==> config.mk <==
export PLATFORM = sky130hd
export DESIGN_NAME = ram_sp_clr
export DESIGN_NICKNAME = d
export VERILOG_FILES = /design/src/rtl/ram_sp_clr.sv
export SDC_FILE = /design/constraint.sdc
export NUM_CORES = 1
export LEC_CHECK = 0
export CORE_UTILIZATION = 62
export DETAILED_ROUTE_END_ITERATION = 8
export PLACE_DENSITY = 0.79
export SLEW_MARGIN = 0
export SYNTH_ARGS = -nofsm -noshare
export SYNTH_HDL_FRONTEND = slang
export SYNTH_SLANG_ARGS = --single-unit
export TNS_END_PERCENT = 5
==> constraint.sdc <==
create_clock -name clk -period 4.33 [get_ports clk]
set_input_delay 0.6495 -clock clk [delete_from_list [all_inputs] [get_ports clk]]
set_output_delay 0.6495 -clock clk [all_outputs]
set_load 0.01 [all_outputs]
==> src/rtl/ram_sp_clr.sv <==
// Single-port synchronous RAM with registered read port, out-of-range detection
// and a clear engine that sweeps every word to INIT_VAL after reset or on clr.
module ram_sp_clr #(
    parameter int                DATA_W   = 8,
    parameter int                ADDR_W   = 6,
    parameter int                DEPTH    = 64,
    parameter logic [DATA_W-1:0] INIT_VAL = '0
) (
    input  logic              clk,
    input  logic              rst_n,
    input  logic [DATA_W-1:0] ip,
    input  logic [ADDR_W-1:0] add,
    input  logic              wr,
    input  logic              rd,
    input  logic              clr,
    output logic [DATA_W-1:0] q,
    output logic              q_valid,
    output logic              busy,
    output logic              err
);

    typedef enum logic {
        ST_CLEAR,
        ST_IDLE
    } state_t;

    // DEPTH may equal 2**ADDR_W, so the range check needs one extra bit
    localparam logic [ADDR_W:0]   DEPTH_W = (ADDR_W + 1)'(DEPTH);
    localparam logic [ADDR_W-1:0] LAST    = ADDR_W'(DEPTH - 1);

    logic [DATA_W-1:0] mem [DEPTH];

    state_t            state_q;
    logic [ADDR_W-1:0] cnt_q;
    logic [DATA_W-1:0] q_q;
    logic              q_valid_q;
    logic              busy_q;
    logic              err_q;

    logic              in_range;
    logic [DATA_W-1:0] rd_data;
    logic              mem_we_d;
    logic [ADDR_W-1:0] mem_wa_d;
    logic [DATA_W-1:0] mem_wd_d;

    assign in_range = {1'b0, add} < DEPTH_W;
    assign rd_data  = wr ? ip : mem[add];

    // A clr during the sweep only restarts it, so that edge skips its write
    always_comb begin
        mem_we_d = 1'b0;
        mem_wa_d = cnt_q;
        mem_wd_d = INIT_VAL;
        if (rst_n) begin
            if (state_q == ST_CLEAR) begin
                mem_we_d = !clr;
            end else if (!clr && wr && in_range) begin
                mem_we_d = 1'b1;
                mem_wa_d = add;
                mem_wd_d = ip;
            end
        end
    end

    always_ff @(posedge clk) begin
        if (mem_we_d) begin
            mem[mem_wa_d] <= mem_wd_d;
        end
    end

    always_ff @(posedge clk or negedge rst_n) begin
        if (!rst_n) begin
            state_q   <= ST_CLEAR;
            cnt_q     <= '0;
            q_q       <= '0;
            q_valid_q <= 1'b0;
            busy_q    <= 1'b1;
            err_q     <= 1'b0;
        end else begin
            q_valid_q <= 1'b0;
            err_q     <= 1'b0;
            if (state_q == ST_CLEAR) begin
                if (clr) begin
                    cnt_q <= '0;
                end else begin
                    err_q <= wr | rd;
                    if (cnt_q == LAST) begin
                        state_q <= ST_IDLE;
                        cnt_q   <= '0;
                        busy_q  <= 1'b0;
                    end else begin
                        cnt_q <= cnt_q + ADDR_W'(1);
                    end
                end
            end else if (clr) begin
                state_q <= ST_CLEAR;
                cnt_q   <= '0;
                busy_q  <= 1'b1;
            end else begin
                err_q <= (wr | rd) & !in_range;
                if (rd) begin
                    q_valid_q <= 1'b1;
                    q_q       <= in_range ? rd_data : '0;
                end
            end
        end
    end

    assign q       = q_q;
    assign q_valid = q_valid_q;
    assign busy    = busy_q;
    assign err     = err_q;

endmodule

==> results by stage <==
Outcome:
- The flow ran to the end, and the final reports show no timing, DRC or antenna violations.

Clock tree:
- TritonCTS built the clock tree.
- The number of clock buffers inserted by TritonCTS is 50.
- The post-CTS clock slew at the launch and capture registers of the worst setup and hold paths is 0.06 ns.
- In this run, post-CTS hold repair placed 0 buffers.
- The deepest clock path buffer count is 3.
- The count of clock tree sinks is 530.
- The clock insertion delay at the later pin of the skew report is 0.58 ns.
- The number of buffers added for setup after CTS is 0.
- Clock tree synthesis selected as its root buffer the cell sky130_fd_sc_hd__clkbuf_16.
- The number of gates given a new drive strength after cts is 0.
- The H-tree generated during clock tree synthesis spans 2 levels.

Logic synthesis:
- The synthesized cell area is 21,000 µm².
- The number of nets in the synthesized netlist is 1,037.
- By area the synthesized netlist is led by sky130_fd_sc_hd__edfxtp_1, sky130_fd_sc_hd__mux4_2, sky130_fd_sc_hd__dfrtp_1.
- The synthesized design devotes to its leading area cell type about three quarters of total area.
- The post-synthesis cell type count is 55.
- Of all flip-flops after synthesis, the portion carrying an async set or reset was 3.40%.
- Ranked by instance count, the synthesized netlist is headed by sky130_fd_sc_hd__edfxtp_1, sky130_fd_sc_hd__mux4_2, sky130_fd_sc_hd__nor2_1.
- The cell accounting for the most synthesized area is sky130_fd_sc_hd__edfxtp_1.
- The count of yosys warnings during synthesis is 0.
- Yosys mapped a number of flops with a built-in enable equal to 512.
- The sequential area share after synthesis is 75.3%.
- Each instance of the synthesized netlist takes up on average just over 20 µm².
- The most common cell in the synthesized netlist is sky130_fd_sc_hd__edfxtp_1.
- The register bit count reported by yosys is 530.
- For this run, the leading register cell type out of synthesis is sky130_fd_sc_hd__edfxtp_1.
- Synthesis produced ~1,000 cells.

GRT:
- The residual overflow from global routing is 0.
- The initial antenna violation count is 1.
- Entering global routing, the biggest net connects 65 pins.
- The via count of the first global-routing pass is roughly 11,000.
- The first-pass GRT wire length is 72.6 mm.
- The total global-route track usage is 30.2%.

STA:
- Setup violations remaining at the end of the flow were counted as 0.
- For the pin with the worst max-slew slack, the measured transition is 0.996 ns.
- The count of pins over their slew limit is 0.
- The ratio of final minimum period to clock period is a little over two thirds.
- Setup repair after global routing left no endpoint under its margin.
- Setup total negative slack on the finished layout was measured at 0 ns.
- The hold violation count in the final report is 0.
- The final period demand of the worst path is 3.03 ns.
- The worst max-slew margin expressed relative to the limit is 33.6%.
- The setup skew after layout is 0.0146 ns.
- The top achievable clock speed is 0.330 GHz.

Worst setup path:
- Setup slack on the worst reg-to-reg path comes out at 1.38 ns.
- The startpoint class of the critical path is a primary input.
- The cell depth of the worst flop-to-flop path is 6.
- Of all nets on the critical path, the largest fanout is 13.
- The delay contributed by the slowest stage of the critical path is 0.71 ns.
- The data required time of the worst path is 4.53 ns.
- The critical register-to-register path startpoint is state_q.
- The critical path goes through clkdlybuf4s50_1 -> buf_4 -> and4b_1 -> nand3_1 -> o21ai_0 -> nand2_1 -> nor2_1.
- The cell family contributing the most delay on the critical path is simple AND/OR/NAND/NOR gates.
- For the worst setup path, the data arrival time is 3.24 ns.
- The capturing point of the worst reg2reg path is mem[54][3].
- The classification of the worst setup path is in -> reg.
- On the critical path, the stage with the largest delay is an instance of sky130_fd_sc_hd__nor2_1.
- The worst setup path is captured at a flip-flop.
- The critical path contains buffers and inverters numbering 2 combined.

Route:
- The routed layout has 10,900 vias.
- After detailed routing, the number of vias per cell comes to about 6.7.
- The number of nets with antenna violations after detailed routing is 0.
- The detailed router finished its first iteration with about 1,500 violations.
- Wires add up to 50.0 mm.
- The first detailed-routing pass took 6 iterations.
- After detailed routing, the average wire length per cell comes to 31.0 µm.
- The DRC violations left is 0.

Die:
- The number of core rows is 67.
- In this run the vertical extent of the chip is 186 µm.
- The area of the core is 33,400 µm².
- The floorplan step set the die width to 186 µm.
- The I/O pin total is 30.
- The die covers 34,700 µm².
- The initial core utilization is 62.9%.

Finish:
- Once layout is done, the placed cells without fillers occupy 23,900 µm².
- At the end of the flow the core is filled with cells to 71.5%.
- The number of nets in the final layout is 1,147.
- Compared with the post-synthesis result, the final layout area differs by 13.7%.
- The filler cell count is 1,862.
- The ratio of cells with drive above 1 in the final layout is 26.4%.

Placement:
- In this run the cell area measured after placement is 22,200 µm².
- The placed wire-length estimate is 29.7 mm.
- The count of buffers from port buffering is 29.
- The routability congestion estimate is 0.966.

Worst hold path:
- The worst hold path belongs to the class in -> async.

Run:
- Max-cap violations in this run came to 0.

Power and ir drop:
- VDD sags by at most 0.351 mV.
- For this design the static power due to leakage is 8.93 nW.
- Dividing total power by cell area gives a power density of around 430 nW/µm².
## stage by stage
| stage | power, mW | hold WS (ns) | std cells | worst slack (ns) |
|---|---|---|---|---|
| 6_report | 10.3 | 0.360 | 1614 | 1.30 |
| 5_1_grt | 10.6 | 0.371 | 1613 | 1.06 |
| 3_5_place_dp | 5.99 | 0.558 | 1523 | 0.710 |
| 2_1_floorplan | 5.88 | 0.354 | 1017 | 1.10 |
| 4_1_cts | 10.4 | 0.340 | 1613 | 1.31 |
| 3_3_place_gp | 5.99 | 0.555 | 1523 | 0.785 |
## routing by layer
metal	vias to the layer above	wire [µm]	GRT usage, %
met1	5634	18800	41.0
met2	663	24500	48.0
met3	141	4870	7.44
li1	4410	-	-
met5	-	12	0
met4	2	1800	11.5
## kinds of logic after synthesis
family                   share of synthesized area [%]
AND/OR/NAND/NOR                                   4.44
AO/OA/AOI/OAI                                     1.88
buffers and inverters                             1.58
XOR/XNOR                                        0.0833
flip-flops                                        75.3
multiplexers                                      16.7
adder cells (fa/ha/maj)                         0.0595
## power by group
group / switching [mW] / leakage, nW / total (mW) / internal, mW
Combinational: 0.182 / 2.15 / 0.324 / 0.142
Sequential: 0.0148 / 5.97 / 5.57 / 5.55
Clock: 1.86 / 0.809 / 4.44 / 2.59
## final cells by class
class / instances / area [µm²] / area share (%)
diodes: 1 / 2.50 / 0.0105
clock buffers: 61 / 1360 / 5.67
clock inverters: 29 / 305 / 1.28
inverters: 6 / 22.5 / 0.0942
multi-input cells: 430 / 4890 / 20.4
flip-flops and latches: 530 / 15800 / 66.2
well taps: 448 / 561 / 2.34
repair buffers: 109 / 945 / 3.95
## layout by cell type (no fill, tap or decap), types with 7 or more instances in the layout
cell,count
sky130_fd_sc_hd__nand2b_1,7
sky130_fd_sc_hd__a22oi_1,11
sky130_fd_sc_hd__mux4_2,133
sky130_fd_sc_hd__nand3_1,16
sky130_fd_sc_hd__clkdlybuf4s50_1,25
sky130_fd_sc_hd__a21oi_1,11
sky130_fd_sc_hd__clkbuf_1,8
sky130_fd_sc_hd__and2_2,7
sky130_fd_sc_hd__clkbuf_16,53
sky130_fd_sc_hd__mux4_1,10
sky130_fd_sc_hd__buf_4,76
sky130_fd_sc_hd__nor2_1,92
sky130_fd_sc_hd__nor2b_1,10
sky130_fd_sc_hd__nand2_1,40
sky130_fd_sc_hd__edfxtp_1,512
sky130_fd_sc_hd__mux2i_1,21
sky130_fd_sc_hd__clkinv_2,11
sky130_fd_sc_hd__dfrtp_1,17
## state kept, by name, indices dropped and copies added, names as in the netlist
register and count:
q_valid 1, mem 512, busy 1, q 8
state_q 1, err 1, cnt_q 6
## worst max path at each step
stage,from,to,slack [ns],cells past startpoint
2_1_floorplan,clr,mem[0][7],1.10,4
3_3_place_gp,rst_n,mem[54][0],0.78,7
3_5_place_dp,rst_n,mem[54][4],0.71,7
4_1_cts,rst_n,mem[54][2],1.31,7
5_1_grt,rst_n,mem[53][2],1.06,7
6_report,rst_n,mem[26][4],1.30,7
Power figures use the tool's default switching activity.
==> edit 1, RTL diff (same settings) <==
Add an input register stage for `ip`, `add`, `wr`, `rd` and `clr`, cleared by the reset; this delays them by one clock.
--- a/src/rtl/ram_sp_clr.sv
+++ b/src/rtl/ram_sp_clr.sv
@@ -28,6 +28,28 @@
     localparam logic [ADDR_W:0]   DEPTH_W = (ADDR_W + 1)'(DEPTH);
     localparam logic [ADDR_W-1:0] LAST    = ADDR_W'(DEPTH - 1);
 
+    logic [DATA_W-1:0] ip_q;
+    logic [ADDR_W-1:0] add_q;
+    logic wr_q;
+    logic rd_q;
+    logic clr_q;
+
+    always_ff @(posedge clk or negedge rst_n) begin
+        if (!rst_n) begin
+            ip_q  <= '0;
+            add_q <= '0;
+            wr_q  <= '0;
+            rd_q  <= '0;
+            clr_q <= '0;
+        end else begin
+            ip_q  <= ip;
+            add_q <= add;
+            wr_q  <= wr;
+            rd_q  <= rd;
+            clr_q <= clr;
+        end
+    end
+
     logic [DATA_W-1:0] mem [DEPTH];
 
     state_t            state_q;
@@ -43,8 +65,8 @@
     logic [ADDR_W-1:0] mem_wa_d;
     logic [DATA_W-1:0] mem_wd_d;
 
-    assign in_range = {1'b0, add} < DEPTH_W;
-    assign rd_data  = wr ? ip : mem[add];
+    assign in_range = {1'b0, add_q} < DEPTH_W;
+    assign rd_data  = wr_q ? ip_q : mem[add_q];
 
     // A clr during the sweep only restarts it, so that edge skips its write
     always_comb begin
@@ -53,11 +75,11 @@
         mem_wd_d = INIT_VAL;
         if (rst_n) begin
             if (state_q == ST_CLEAR) begin
-                mem_we_d = !clr;
-            end else if (!clr && wr && in_range) begin
+                mem_we_d = !clr_q;
+            end else if (!clr_q && wr_q && in_range) begin
                 mem_we_d = 1'b1;
-                mem_wa_d = add;
-                mem_wd_d = ip;
+                mem_wa_d = add_q;
+                mem_wd_d = ip_q;
             end
         end
     end
@@ -80,10 +102,10 @@
             q_valid_q <= 1'b0;
             err_q     <= 1'b0;
             if (state_q == ST_CLEAR) begin
-                if (clr) begin
+                if (clr_q) begin
                     cnt_q <= '0;
                 end else begin
-                    err_q <= wr | rd;
+                    err_q <= wr_q | rd_q;
                     if (cnt_q == LAST) begin
                         state_q <= ST_IDLE;
                         cnt_q   <= '0;
@@ -92,13 +114,13 @@
                         cnt_q <= cnt_q + ADDR_W'(1);
                     end
                 end
-            end else if (clr) begin
+            end else if (clr_q) begin
                 state_q <= ST_CLEAR;
                 cnt_q   <= '0;
                 busy_q  <= 1'b1;
             end else begin
-                err_q <= (wr | rd) & !in_range;
-                if (rd) begin
+                err_q <= (wr_q | rd_q) & !in_range;
+                if (rd_q) begin
                     q_valid_q <= 1'b1;
                     q_q       <= in_range ? rd_data : '0;
                 end
Behaviour: not the same (a bounded check fails within 4 cycles, from zero or initial values and one cycle with rst_n low).
==> edit 1 against the original RTL <==
- clock skew rose by 0.017 ns
- synthesized cell count rose by 3.5%
- final area rose by 0.65%
- sequential cell count rose by 17
- power rose by 2.8%
- routed wire length fell by 0.92%
- final cell count fell by 0.93%
- area after synthesis rose by 2.0%
- worst setup slack got worse by 0.52 ns
- fmax fell by 15%
- largest cell class unchanged
==> edit 1: results (changes against the original RTL) <==
[final_layout]
nonClkBufAreaFrac_pct=2.41  ; -1.5 points
nClkBuffers=67  ; +9.8%
buffers=58  ; -47%
drive_above_1_share_pct=21.3  ; -5.1 points
sh_seq_area_pct=67.6  ; +1.4 points
multi_input_cells=445  ; +3.5%
regArea_um2=16300  ; +2.8%
finalNonFillerCells=1599  ; -0.93%
final-clk-cell-share_pct=7.17  ; +0.22 points
nFlopsAndLatches=547  ; +3.2%
non_clock_inverter_count=5  ; -1

[min_path]
hold_path.class=input pin to flop

[drt]
met1_length_um=18500  ; -1.7%
met3_length_um=4950  ; +1.6%
routed_via_density=6.79  ; +0.99%
drt_iter0_markers=1275  ; -18%
topRoutingLayerUsed=met4
met2_length_um=24200  ; -0.97%

[setup_path]
reg2reg_depth=5  ; -1
cp_slowest_stage_delay_ns=0.74  ; +0.03 ns
cp_slowest_cell=and4b_1
critPathArrivalTime_ns=3.74  ; +0.50 ns
crit_fanout=21  ; +8

[clock_tree]
cts_inserted_buffers=51  ; +2.0%
postCtsHoldBufs=1  ; +1

[yosys]
avgSynthCellArea_um2=20.4  ; -1.5%
synthArstFlopShare_pct=6.40  ; +3.0 points
ys_seq_area_share_pct=75.8  ; +0.50 points
synth.distinct_cells=47  ; -15%
netlist_top_cells_area=edfxtp_1, mux4_2, dfrtp_1

[placement]
dpl_cell_area_um2=22300  ; +0.38%
dp_hpwl_um=29800  ; +0.51%
place.gp.congestion=0.912  ; -5.6%
place_ws_ns=0.788  ; +0.0777 ns
dp_cells=1502  ; -1.4%

[sta]
clock_skew_ns=0.0312  ; +0.0166 ns
fin_crit_ns=3.55  ; +0.517 ns

[grt]
grt_pass1_vias=11000  ; +1.9%
antenna_found_initial=0  ; -1
grt_use_met2_pct=46.1  ; -1.9 points
track_usage_pct=29.0  ; -1.2 points
grt_pass1_wl_um=72900  ; +0.38%

[power]
p_int_mw=8.55  ; +3.3%
p_leak_nw=8.17  ; -8.5%
clkPwrFrac_pct=43.3  ; +0.3 points

[run_status]
status=finished, final reports clean

[edit 1: worst paths after layout]
kind / slack [ns] / endpoint / start
worst max-delay path: 0.78 / mem[52][4]$_DFFE_PP_ / rst_n
worst min-delay path: 0.50 / ip_q[6]$_DFF_PN0_ / ip[6]
worst max register to register: 0.96 / mem[52][4]$_DFFE_PP_ / wr_q$_DFF_PN0_
worst min register to register: 0.60 / busy$_DFFE_PN1P_ / busy$_DFFE_PN1P_
max in group asynchronous: 3.05 / busy$_DFFE_PN1P_ / rst_n
min in group asynchronous: 0.53 / ip_q[6]$_DFF_PN0_ / rst_n
[edit 1: cell families (layout without fill, tap and decap cells)]
logic type,count (synthesis),after routing,share of synthesized area (%)
fa+ha+maj,1,1,0.0583
compound gates,66,66,2.07
mux,189,189,16.6
buf+inv,61,159,1.41
flops,547,547,75.8
xor+xnor,2,2,0.0817
simple gates,187,187,4.04
==> edit 2, RTL diff (same flow settings) <==
Made on the original files. The parameter `DATA_W` goes from 8 to 7.
--- a/src/rtl/ram_sp_clr.sv
+++ b/src/rtl/ram_sp_clr.sv
@@ -1,7 +1,7 @@
 // Single-port synchronous RAM with registered read port, out-of-range detection
 // and a clear engine that sweeps every word to INIT_VAL after reset or on clr.
 module ram_sp_clr #(
-    parameter int                DATA_W   = 8,
+    parameter int                DATA_W   = 7,
     parameter int                ADDR_W   = 6,
     parameter int                DEPTH    = 64,
     parameter logic [DATA_W-1:0] INIT_VAL = '0
Ports: changed (resized ip and q); port bits go from 30 to 28. The function was not compared with the original's and may differ.
==> edit 2 against the original RTL <==
- first-iteration DRC count shrank 19%
- worst setup slack lost 0.22 ns
- non-clock buffer count shrank 56
- utilization shrank 0.10 points
- highest routed layer is now met4
- worst hold slack gained 0.050 ns
- largest cell class unchanged
- routed wire length shrank 14%
- sequential cell count shrank 65
- count of clock-buffer cells in the layout shrank 6
- area after synthesis shrank 12%
- critical path type unchanged
- power shrank 13%
- global-route usage shrank 0.73 points
- final area shrank 13%
==> edit 2: results (changes against the original RTL) <==
[run_status]
status=finished, final reports clean

[placement]
dp_hpwl_um=25400  ; -14%
dp_cells=1318  ; -13%
io_buffers=27  ; -6.9%
place.gp.congestion=0.920  ; -4.8%

[final_layout]
finalNonFillerCells=1398  ; -13%
largest_register_ffs=448  ; -13%
n_antenna_cell=0  ; -1
drive_above_1_share_pct=22.5  ; -3.9 points
fin_nets=999  ; -13%

[yosys]
synthAdderAreaFrac_pct=0.0676  ; +0.0081 points
synth_edf_count=448  ; -13%
avgSynthCellArea_um2=19.9  ; -3.6%
ys_seq_area_share_pct=75.0  ; -0.30 points
synthMuxAreaShare_pct=16.3  ; -0.37 points
synth_commonest_cells=edfxtp_1, mux4_2, nor2_1, nand2_1, a21oi_1
synth_compound_area_share_pct=2.20  ; +0.32 points
synth.distinct_cells=49  ; -11%
synth.net_count=948  ; -8.6%
synthXorXnorAreaFrac_pct=0.0946  ; +0.011 points
netlist_top_cells_area=edfxtp_1, mux4_2, dfrtp_1
synthArstFlopShare_pct=3.66  ; +0.26 points

[grt]
grt_use_met2_pct=47.4  ; -0.62 points
antenna_found_initial=0  ; -1
grt_pass1_wl_um=63800  ; -12%
use_met1_pct=41.5  ; +0.45 points
track_usage_pct=29.5  ; -0.73 points
grt_use_met3_pct=4.61  ; -2.8 points
grt_pass1_vias=9780  ; -9.7%

[setup_path]
cp_slowest_cell=clkdlybuf4s50_1
crit_family=simple AND/OR/NAND/NOR gates
critPathArrivalTime_ns=3.44  ; +0.20 ns
cp_slowest_stage_delay_ns=0.77  ; +0.06 ns

[drt]
topRoutingLayerUsed=met4
met2_length_um=21400  ; -12%
met3_length_um=4220  ; -13%
drt-pass1-iter-count=5  ; -1
routed_wl_um=43000  ; -14%
vias=9520  ; -12%

[clock_tree]
cts_inserted_buffers=44  ; -12%

[sta]
fin_crit_ns=3.26  ; +0.222 ns
clock_skew_ns=0.0257  ; +0.0111 ns
tightestPinTransition_ns=0.843  ; -0.154 ns

[power]
p_leak_nw=7.53  ; -16%

==> edit 2: cell count changes after synthesis, sizes merged, moves of 5 or more <==
cell	unedited run	this run
a21oi	11	23
a22oi	11	0
mux4	143	123
nor2	93	85
nand2	40	52
o211ai	1	7
edfxtp	512	448
nor2b	10	5
nand2b	7	13
==> edit 2: layout make-up <==
cell class              instances  area [um2]
clock buffers                  55        1150
well taps                     384         480
clock inverters                25         287
multi-input cells             410        4360
flip-flops and latches        465       13900
fillers                      1647        8310
inverters                       6        22.5
repair buffers                 53         524
==> edit 2: worst register-to-register path, cell delays in order, from the launching register on <==
cell,delay (ns)
dfrtp_1,0.61
and4b_1,0.45
or3_1,0.37
o31ai_1,0.10
nand2_1,0.42
nor2_1,0.74
==> edit 2: power breakdown <==
part           switching [mW]  total [mW]  internal, mW
clock                    1.65        3.85          2.20
combinational           0.167       0.294         0.126
sequential             0.0119        4.88          4.87
==> edit 2: final timing paths <==
| kind | from | to | depth (start not counted) |
|---|---|---|---|
| worst max-delay path | clr | mem[24][1]$_DFFE_PP_ | 6 |
| worst min register to register | busy$_DFFE_PN1P_ | busy$_DFFE_PN1P_ | 2 |
| worst min-delay path | rst_n | q_valid$_DFF_PN0_ | 1 |
| worst max register to register | state_q$_DFF_PN0_ | mem[24][1]$_DFFE_PP_ | 5 |
| max in group asynchronous | rst_n | busy$_DFFE_PN1P_ | 2 |
| min in group clk | busy$_DFFE_PN1P_ | busy$_DFFE_PN1P_ | 2 |
==> edit 2: through the flow <==
stage | hold WS [ns] | area [um2]
finish | 0.410 | 20700
global route | 0.404 | 20700
CTS | 0.392 | 20700
detailed placement | 0.512 | 19300
global placement | 0.505 | 19300
floorplan | 0.354 | 18500
